[src/rtl/pf_ddr4_dqs_tx_seq.sv]
// rtl/pf_ddr4_dqs_tx_seq.sv - DDR4 DQS transmit preamble/data/postamble sequencer
//
// Purpose: drives the DQS IOD lane for write bursts with 4:1 gearing (8 UI per
// FAB_CLK cycle). Each accepted request produces a preamble, WR_BURSTS data
// cycles (one BL8 burst per cycle) and a postamble. A request accepted in the
// last data cycle chains seamlessly with no postamble or preamble in between.
//
// Optional feature: define PF_DDR4_DQS_LONG_PREAMBLE_EN for a two-cycle
// preamble (OE 4'b1100 then 4'b1111).
//
// Ports:
//   FAB_CLK    in   1  fabric clock, the only clock
//   ARST       in   1  asynchronous active-high reset
//   WR_REQ     in   1  write-burst request, held until accepted
//   WR_BURSTS  in   4  burst count, sampled on accept
//   ABORT      in   1  synchronous early termination
//   WR_ACK     out  1  request accepted this cycle (combinational)
//   TX_DATA_0  out  8  DQS serial word, bit0 first in time
//   OE_DATA_0  out  4  DQS output enable, one bit per 2 UI, bit0 first
//   DATA_VALID out  1  high in data cycles
//   BUSY       out  1  high whenever not idle
//   ERR        out  1  one-cycle pulse after an accept with an illegal count

module pf_ddr4_dqs_tx_seq #(
  parameter logic [7:0]  DATA_PAT   = 8'b01010101,
  parameter int unsigned MAX_BURSTS = 8
) (
  input  logic       FAB_CLK,
  input  logic       ARST,
  input  logic       WR_REQ,
  input  logic [3:0] WR_BURSTS,
  input  logic       ABORT,
  output logic       WR_ACK,
  output logic [7:0] TX_DATA_0,
  output logic [3:0] OE_DATA_0,
  output logic       DATA_VALID,
  output logic       BUSY,
  output logic       ERR
);

  typedef enum logic [1:0] {
    S_IDLE = 2'd0,
    S_PRE  = 2'd1,
    S_DATA = 2'd2,
    S_POST = 2'd3
  } state_t;

  state_t     state;
  state_t     state_nxt;
  logic [3:0] count;
  logic [3:0] count_nxt;
  logic       accept;
  logic       legal;
  logic       err_nxt;
  logic [7:0] tx_nxt;
  logic [3:0] oe_nxt;
  logic       dv_nxt;

`ifdef PF_DDR4_DQS_LONG_PREAMBLE_EN
  // Marks the second of the two preamble cycles.
  logic       pre_second;
  logic       pre_second_nxt;
`endif

  // Accept is offered in IDLE and in the final data cycle; an ABORT in that
  // final cycle withdraws the offer so the pending request stays unacknowledged.
  assign WR_ACK = (state == S_IDLE) ||
                  ((state == S_DATA) && (count == 4'd1) && !ABORT);
  assign accept = WR_REQ && WR_ACK;
  assign legal  = (WR_BURSTS != 4'd0) && (32'(WR_BURSTS) <= MAX_BURSTS);

  always_comb begin
    state_nxt = state;
    count_nxt = count;
    err_nxt   = 1'b0;
`ifdef PF_DDR4_DQS_LONG_PREAMBLE_EN
    pre_second_nxt = 1'b0;
`endif
    case (state)
      S_IDLE: begin
        // ABORT is ignored here; an illegal count only reports an error.
        if (accept) begin
          if (legal) begin
            state_nxt = S_PRE;
            count_nxt = WR_BURSTS;
          end else begin
            err_nxt = 1'b1;
          end
        end
      end
      S_PRE: begin
        if (ABORT) begin
          state_nxt = S_POST;
          count_nxt = 4'd0;
        end
`ifdef PF_DDR4_DQS_LONG_PREAMBLE_EN
        else if (!pre_second) begin
          pre_second_nxt = 1'b1;
        end
`endif
        else begin
          state_nxt = S_DATA;
        end
      end
      S_DATA: begin
        if (ABORT) begin
          state_nxt = S_POST;
          count_nxt = 4'd0;
        end else if (count == 4'd1) begin
          if (accept && legal) begin
            // Seamless chaining: reload and keep toggling DQS.
            count_nxt = WR_BURSTS;
          end else begin
            state_nxt = S_POST;
            count_nxt = 4'd0;
            err_nxt   = accept;
          end
        end else begin
          count_nxt = count - 4'd1;
        end
      end
      S_POST: begin
        state_nxt = S_IDLE;
      end
      default: begin
        state_nxt = S_IDLE;
        count_nxt = 4'd0;
      end
    endcase
  end

  // Output words are decoded from the next state so they register alongside it.
  always_comb begin
    tx_nxt = 8'h00;
    oe_nxt = 4'h0;
    dv_nxt = 1'b0;
    case (state_nxt)
      S_PRE: begin
`ifdef PF_DDR4_DQS_LONG_PREAMBLE_EN
        oe_nxt = pre_second_nxt ? 4'b1111 : 4'b1100;
`else
        oe_nxt = 4'b1000;
`endif
      end
      S_DATA: begin
        tx_nxt = DATA_PAT;
        oe_nxt = 4'b1111;
        dv_nxt = 1'b1;
      end
      S_POST: begin
        oe_nxt = 4'b0001;
      end
      default: begin
        tx_nxt = 8'h00;
      end
    endcase
  end

  always_ff @(posedge FAB_CLK or posedge ARST) begin
    if (ARST) begin
      state      <= S_IDLE;
      count      <= 4'd0;
      TX_DATA_0  <= 8'h00;
      OE_DATA_0  <= 4'h0;
      DATA_VALID <= 1'b0;
      BUSY       <= 1'b0;
      ERR        <= 1'b0;
`ifdef PF_DDR4_DQS_LONG_PREAMBLE_EN
      pre_second <= 1'b0;
`endif
    end else begin
      state      <= state_nxt;
      count      <= count_nxt;
      TX_DATA_0  <= tx_nxt;
      OE_DATA_0  <= oe_nxt;
      DATA_VALID <= dv_nxt;
      BUSY       <= (state_nxt != S_IDLE);
      ERR        <= err_nxt;
`ifdef PF_DDR4_DQS_LONG_PREAMBLE_EN
      pre_second <= pre_second_nxt;
`endif
    end
  end

endmodule

[config.mk]
export PLATFORM = sky130hd
export DESIGN_NAME = pf_ddr4_dqs_tx_seq
export DESIGN_NICKNAME = d
export VERILOG_FILES = /design/src/rtl/pf_ddr4_dqs_tx_seq.sv
export SDC_FILE = /design/constraint.sdc
export NUM_CORES = 1
export LEC_CHECK = 0
export CORE_MARGIN = 1
export CORE_UTILIZATION = 50
export CTS_CLUSTER_DIAMETER = 80
export DETAILED_ROUTE_END_ITERATION = 16
export HOLD_SLACK_MARGIN = 0.08
export PLACE_DENSITY = 0.79
export SYNTH_ARGS = -nofsm -noshare
export SYNTH_HDL_FRONTEND = slang
export SYNTH_SLANG_ARGS = --single-unit
[constraint.sdc]
create_clock -name FAB_CLK -period 4.92 [get_ports FAB_CLK]
set_input_delay 0.984 -clock FAB_CLK [delete_from_list [all_inputs] [get_ports FAB_CLK]]
set_output_delay 0.984 -clock FAB_CLK [all_outputs]
set_load 0.02 [all_outputs]
==> impl_metrics.yaml, run 1 <==
yosys:
  yosys.cell_types.count: 35
  async_flop_share_pct: 100
  synth_edf_count: 0
  syn_inst: 92
  synth_ff_type: "dfrtp_1"
  synth_area_leaders: "dfrtp_1 30%, ha_1 12%, buf_4 9.9%, a21oi_1 3.6%, o21ai_0 3.6%"
  synth.avg_cell_area_um2: 9.10
  yosys_warnings: 0
  yosysTopAreaCell: "dfrtp_1"
  synth_most_common_cell: "buf_4"
  synth_commonest_cells: "11 x buf_4, 10 x dfrtp_1, 8 x ha_1, 8 x inv_1"
  syn_area_um2: 837
  yosysSeqAreaShare_pct: 29.9
  ys_ff_latch: 10
  yosysTopAreaCellShare_pct: 29.9
worst_setup_path:
  cp_data_required_time_ns: 3.94
  cp.arrival_ns: 2.39
  cp-start-kind: "input pin"
  r2r_slack_ns: 2.88
  r2r-start: "count[1]$_DFFE_PP0P_"
  critPathCaptureType: "primary output"
  timing.rr.end: "OE_DATA_0[3]$_DFF_PP0_"
  ff2ff_path_depth: 7
  crit_fanout: 6
  crit_type: "in -> out"
sta:
  fin_worst_skew_ns: 0.00386
  period_share_pct: 68.7
  grt_setup_unrepaired: "false"
  setup_viol: 0
  period_needed_ns: 3.38
  slew_headroom_pct: 62.8
  hold_violations: 0
  setup_ws_ns: 1.54
  slew_violations: 0
  clock.fmax_mhz: 296
  setup_tns_ns: 0
  tightest_slew_ns: 0.557
detailed_routing:
  routed_wl_um: 1670
  drc: 0
  dr.first_iter.drc_count: 16
  ant_nets: 0
  vias_per_cell: 5.73
  vias: 705
  first_pass_iters: 4
  wl_per_cell_um: 13.6
pwr:
  leakagePower_nw: 0.437
  peakVddDrop_v: 0.000368
  power_density_nw_per_um2: 658
grt:
  antenna_found_initial: 0
  grt-ovfl-total: 0
  track_usage_pct: 19.0
  first_global_vias: 591
  grt_pass1_wl_um: 2640
  top_usage_layer: "met1"
  grt_max_degree: 11
  grt_use_met2_pct: 28.2
  grtUsageMet1_pct: 28.3
  use_met3_pct: 6.38
final_layout:
  area_delta_synth_final_pct: 20.9
  layout.nets: 124
  drive_above_1_share_pct: 11.2
  diodes: 0
clock_network:
  clkTransAtPathRegs_ns: 0.06
  cts_buffer_depth: 2
  h-tree-depth: 1
  numCtsBuffers: 3
  cts_num_sinks: 10
  root_buffer: "clkbuf_4"
  insertion_delay_ns: 0.26
  cts_hold_buf: 0
  cts_setup_buffers: 0
  cts_tree: "yes"
  cts_resized: 0
place:
  preCtsSetupSlack_ns: 1.55
  portBuffers: 19
  gp_congestion: 0.883
  place_hpwl_um: 1320
floorplanning:
  pin_count: 24
  fp.dieArea_um2: 1840
  die_w_um: 42.9
  start_util_pct: 54.3
  fp.dieH_um: 42.9
  rows: 14
  core_um2: 1540
outcome:
  status: "finished clean"
worst_hold_path:
  hp-start: "state[0]$_DFF_PP0_"
  hold-path-cell-count: 1
  hp-class: "reg -> reg"
  hold_end: "state[0]$_DFF_PP0_"
run:
  maxCapViolations: 0
==> worst max-delay path by stage <==
stage / depth (start not counted) / startpoint / end
after global placement: 4 / ABORT / WR_ACK
final: 4 / ABORT / WR_ACK
after CTS: 4 / ABORT / WR_ACK
after floorplan: 5 / WR_BURSTS[0] / OE_DATA_0[3]$_DFF_PP0_
after global routing: 4 / ABORT / WR_ACK
after detailed placement: 4 / ABORT / WR_ACK
==> where the power goes <==
part	total, W	leakage (nW)	switching, W	internal [W]
logic	0.000433	0.292	0.000228	0.000205
registers	0.000160	0.124	0.0000383	0.000122
clock network	0.0000737	0.0210	0.0000288	0.0000449
total	0.000666	0.437	0.000295	0.000371
==> metrics by stage <==
| step | hold slack, ns | area [µm²] | std cells | util, % | power, W |
|---|---|---|---|---|---|
| floorplan | 0.529 | 848 | 95 | - | 0.000480 |
| global placement | 0.565 | 976 | 119 | 63.3 | 0.000583 |
| detailed placement | 0.571 | 976 | 119 | 63.3 | 0.000593 |
| CTS | 0.586 | 1010 | 123 | 65.7 | 0.000670 |
| global route | 0.620 | 1010 | 123 | 65.7 | 0.000719 |
| finish | 0.585 | 1010 | 123 | 65.7 | 0.000666 |
==> flip-flops by register name, summed over array words and instances (netlist names) <==
register   cells
BUSY           1
TX_DATA_0      1
count          4
state          1
OE_DATA_0      2
ERR            1
==> routing by layer <==
layer | part of all wire [%] | vias up
li1 | - | 346
met1 | 50 | 344
met2 | 46 | 15
met3 | 3.5 | 0
met4 | 0 | 0
met5 | 0 | -
==> cell families after synthesis <==
logic type	Yosys count	synth area share, %
simple gates	26	18.7
compound gates	25	22.0
buf+inv	19	13.5
flops	10	29.9
fa+ha+maj	8	12.0
mux	2	2.54
other cells	1	0.448
xor+xnor	1	1.05
==> cell usage in the layout (no fill, tap or decap), types with 2 or more instances in the layout <==
cell	instances
conb_1	4
clkbuf_4	3
or3_1	2
dfrtp_1	10
inv_1	8
nor3_1	4
nor2_1	3
o31a_1	2
o21ai_0	6
a21oi_1	6
nand2_1	6
ha_1	8
nand3b_1	2
a41oi_1	2
clkdlybuf4s50_1	19
==> worst max-delay path, stage by stage <==
cell             delay (ns)
clkdlybuf4s50_1        0.56
inv_1                  0.08
a31o_2                 0.24
clkdlybuf4s50_1        0.53
==> layout make-up <==
cell class                 instances  area, µm²
fill                             130        529
clock buffer                       4       36.3
multi-input combinational         66        485
timing repair buffer              19        190
inverter                           8       30.0
tap                               16       20.0
sequential                        10        250
No activity file was read; power rests on OpenSTA's default activity.
==> inputs of run 2 (changes only) <==
Settings changed: CORE_UTILIZATION 50 to 42, PLACE_DENSITY 0.79 to 0.71.
Clock period 4.92 ns to 3 ns, I/O delays scaled along.
==> run 2 against run 1 <==
Compared with the run above:
- clock power increased by 61%
- clock skew decreased by 0.0011 ns
- worst hold slack improved by 0.013 ns
- final cell count increased by 8.1%
- core utilization decreased by 8.4 points
- register-to-register slack got worse by 1.9 ns
- total power increased by 67%
- final area increased by 1.9%
- die area increased by 18%
- sequential share of layout area decreased by 0.45 points
- sequential power increased by 64%
==> impl_metrics.yaml, run 2 (synthesis gave the netlist of run 1 again) <==
pwr:
  leakagePower_nw: 0.443
  finalPower_w: 0.00111
  power.share.clock_pct: 10.7
  pwr-share-seq_pct: 23.6
  p_switching_w: 0.000501
  power_density_nw_per_um2: 1080
  sw_frac_of_total_pct: 44.9
  cellInternalPower_w: 0.000614
  peakVddDrop_v: 0.000705
  combPwrFrac_pct: 65.7
sta:
  slew_violations: 0
  period_share_pct: 89.6
  grt_setup_unrepaired: "false"
  setup_viol: 0
  clock.fmax_mhz: 372
  setup_tns_ns: 0
  hold_violations: 0
  holdWs_ns: 0.598
  fin_worst_skew_ns: 0.00277
  period_needed_ns: 2.69
clock_network:
  cts_buffer_depth: 2
  clkTransAtPathRegs_ns: 0.06
  root_buffer: "clkbuf_4"
  numCtsBuffers: 3
  h-tree-depth: 1
  insertion_delay_ns: 0.26
  cts_tree: "yes"
  cts_setup_buffers: 0
  cts_num_sinks: 10
  cts_resized: 0
  cts_hold_buf: 0
final_layout:
  top_register: "count"
  largest_register_ffs: 4
  layout_common_cells: "19 x clkdlybuf4s50_1, 10 x dfrtp_1, 8 x inv_1, 8 x ha_1"
  instances_no_fill: 133
  final_common_cell: "clkdlybuf4s50_1"
  drive_above_1_share_pct: 12.0
  diodes: 0
  reg_top3: "count x4, OE_DATA_0 x2"
  area_delta_synth_final_pct: 23.2
  layout.nets: 125
place:
  gp_congestion: 0.869
  dp.cells: 129
  portBuffers: 19
  place_hpwl_um: 1420
floorplanning:
  fp.dieArea_um2: 2180
  fp.dieH_um: 46.6
  rows: 15
  pin_count: 24
  start_util_pct: 46.5
  die_w_um: 46.6
  core_um2: 1800
detailed_routing:
  dr.first_iter.drc_count: 28
  vias: 707
  vias_per_cell: 5.32
  drc: 0
  ant_nets: 0
  first_pass_iters: 4
  wl_per_cell_um: 13.7
  routed_wl_um: 1830
grt:
  grt_max_degree: 11
  track_usage_pct: 21.0
  first_global_vias: 706
  grt_pass1_wl_um: 3150
  antenna_found_initial: 0
  grt-ovfl-total: 0
worst_setup_path:
  cp.arrival_ns: 2.09
  cp-start-kind: "flip-flop"
  critPathCaptureType: "primary output"
  crit_type: "reg -> out"
  crit_fanout: 4
  cp_data_required_time_ns: 2.40
outcome:
  status: "finished clean"
worst_hold_path:
  hp-class: "reg -> reg"
run:
  maxCapViolations: 0
[run 2: per-stage QoR]
step	util (%)	instance area [µm²]	setup slack (ns)
2_1_floorplan	-	848	0.992
3_3_place_gp	55.2	995	0.387
3_5_place_dp	55.2	995	0.361
4_1_cts	57.2	1030	0.302
5_1_grt	57.2	1030	0.159
6_report	57.2	1030	0.313
[run 2: power groups by stage]
stage          clock network (W)  registers (W)  logic, W
2_1_floorplan                  0       0.000276  0.000511
3_3_place_gp                   0       0.000261  0.000701
3_5_place_dp                   0       0.000266  0.000725
4_1_cts                 0.000122       0.000264  0.000727
5_1_grt                 0.000129       0.000275  0.000802
6_report                0.000119       0.000263  0.000732
[run 2: routing by layer]
metal | global-route usage (%) | vias up | wire, µm
li1 | - | 350 | -
met1 | 27.2 | 321 | 826
met2 | 33.6 | 30 | 880
met3 | 2.35 | 6 | 79
met4 | 11.4 | 0 | 41
met5 | 0 | - | 0
[run 2: worst paths after layout]
kind | start | cells after the start | endpoint | slack (ns)
max | count[1]$_DFFE_PP0P_ | 6 | WR_ACK | 0.31
min | state[0]$_DFF_PP0_ | 1 | state[0]$_DFF_PP0_ | 0.60
max reg2reg | count[1]$_DFFE_PP0P_ | 7 | OE_DATA_0[3]$_DFF_PP0_ | 0.96
min reg2reg | state[0]$_DFF_PP0_ | 1 | state[0]$_DFF_PP0_ | 0.60
max in group asynchronous | ARST | 2 | count[1]$_DFFE_PP0P_ | 2.13
min in group asynchronous | ARST | 2 | count[3]$_DFFE_PP0P_ | 0.61
[run 2: layout make-up]
class	count	area, µm²
multi-input cells	66	485
clock buffers	4	36.3
well taps	25	31.3
flip-flops and latches	10	250
fillers	186	771
inverters	8	30.0
repair buffers	20	198
[run 2: critical path: stages, from the launching register on]
cell	delay, ns
dfrtp_1	0.40
inv_1	0.11
ha_1	0.20
nor3b_1	0.19
buf_4	0.17
a31o_2	0.16
clkdlybuf4s50_1	0.60
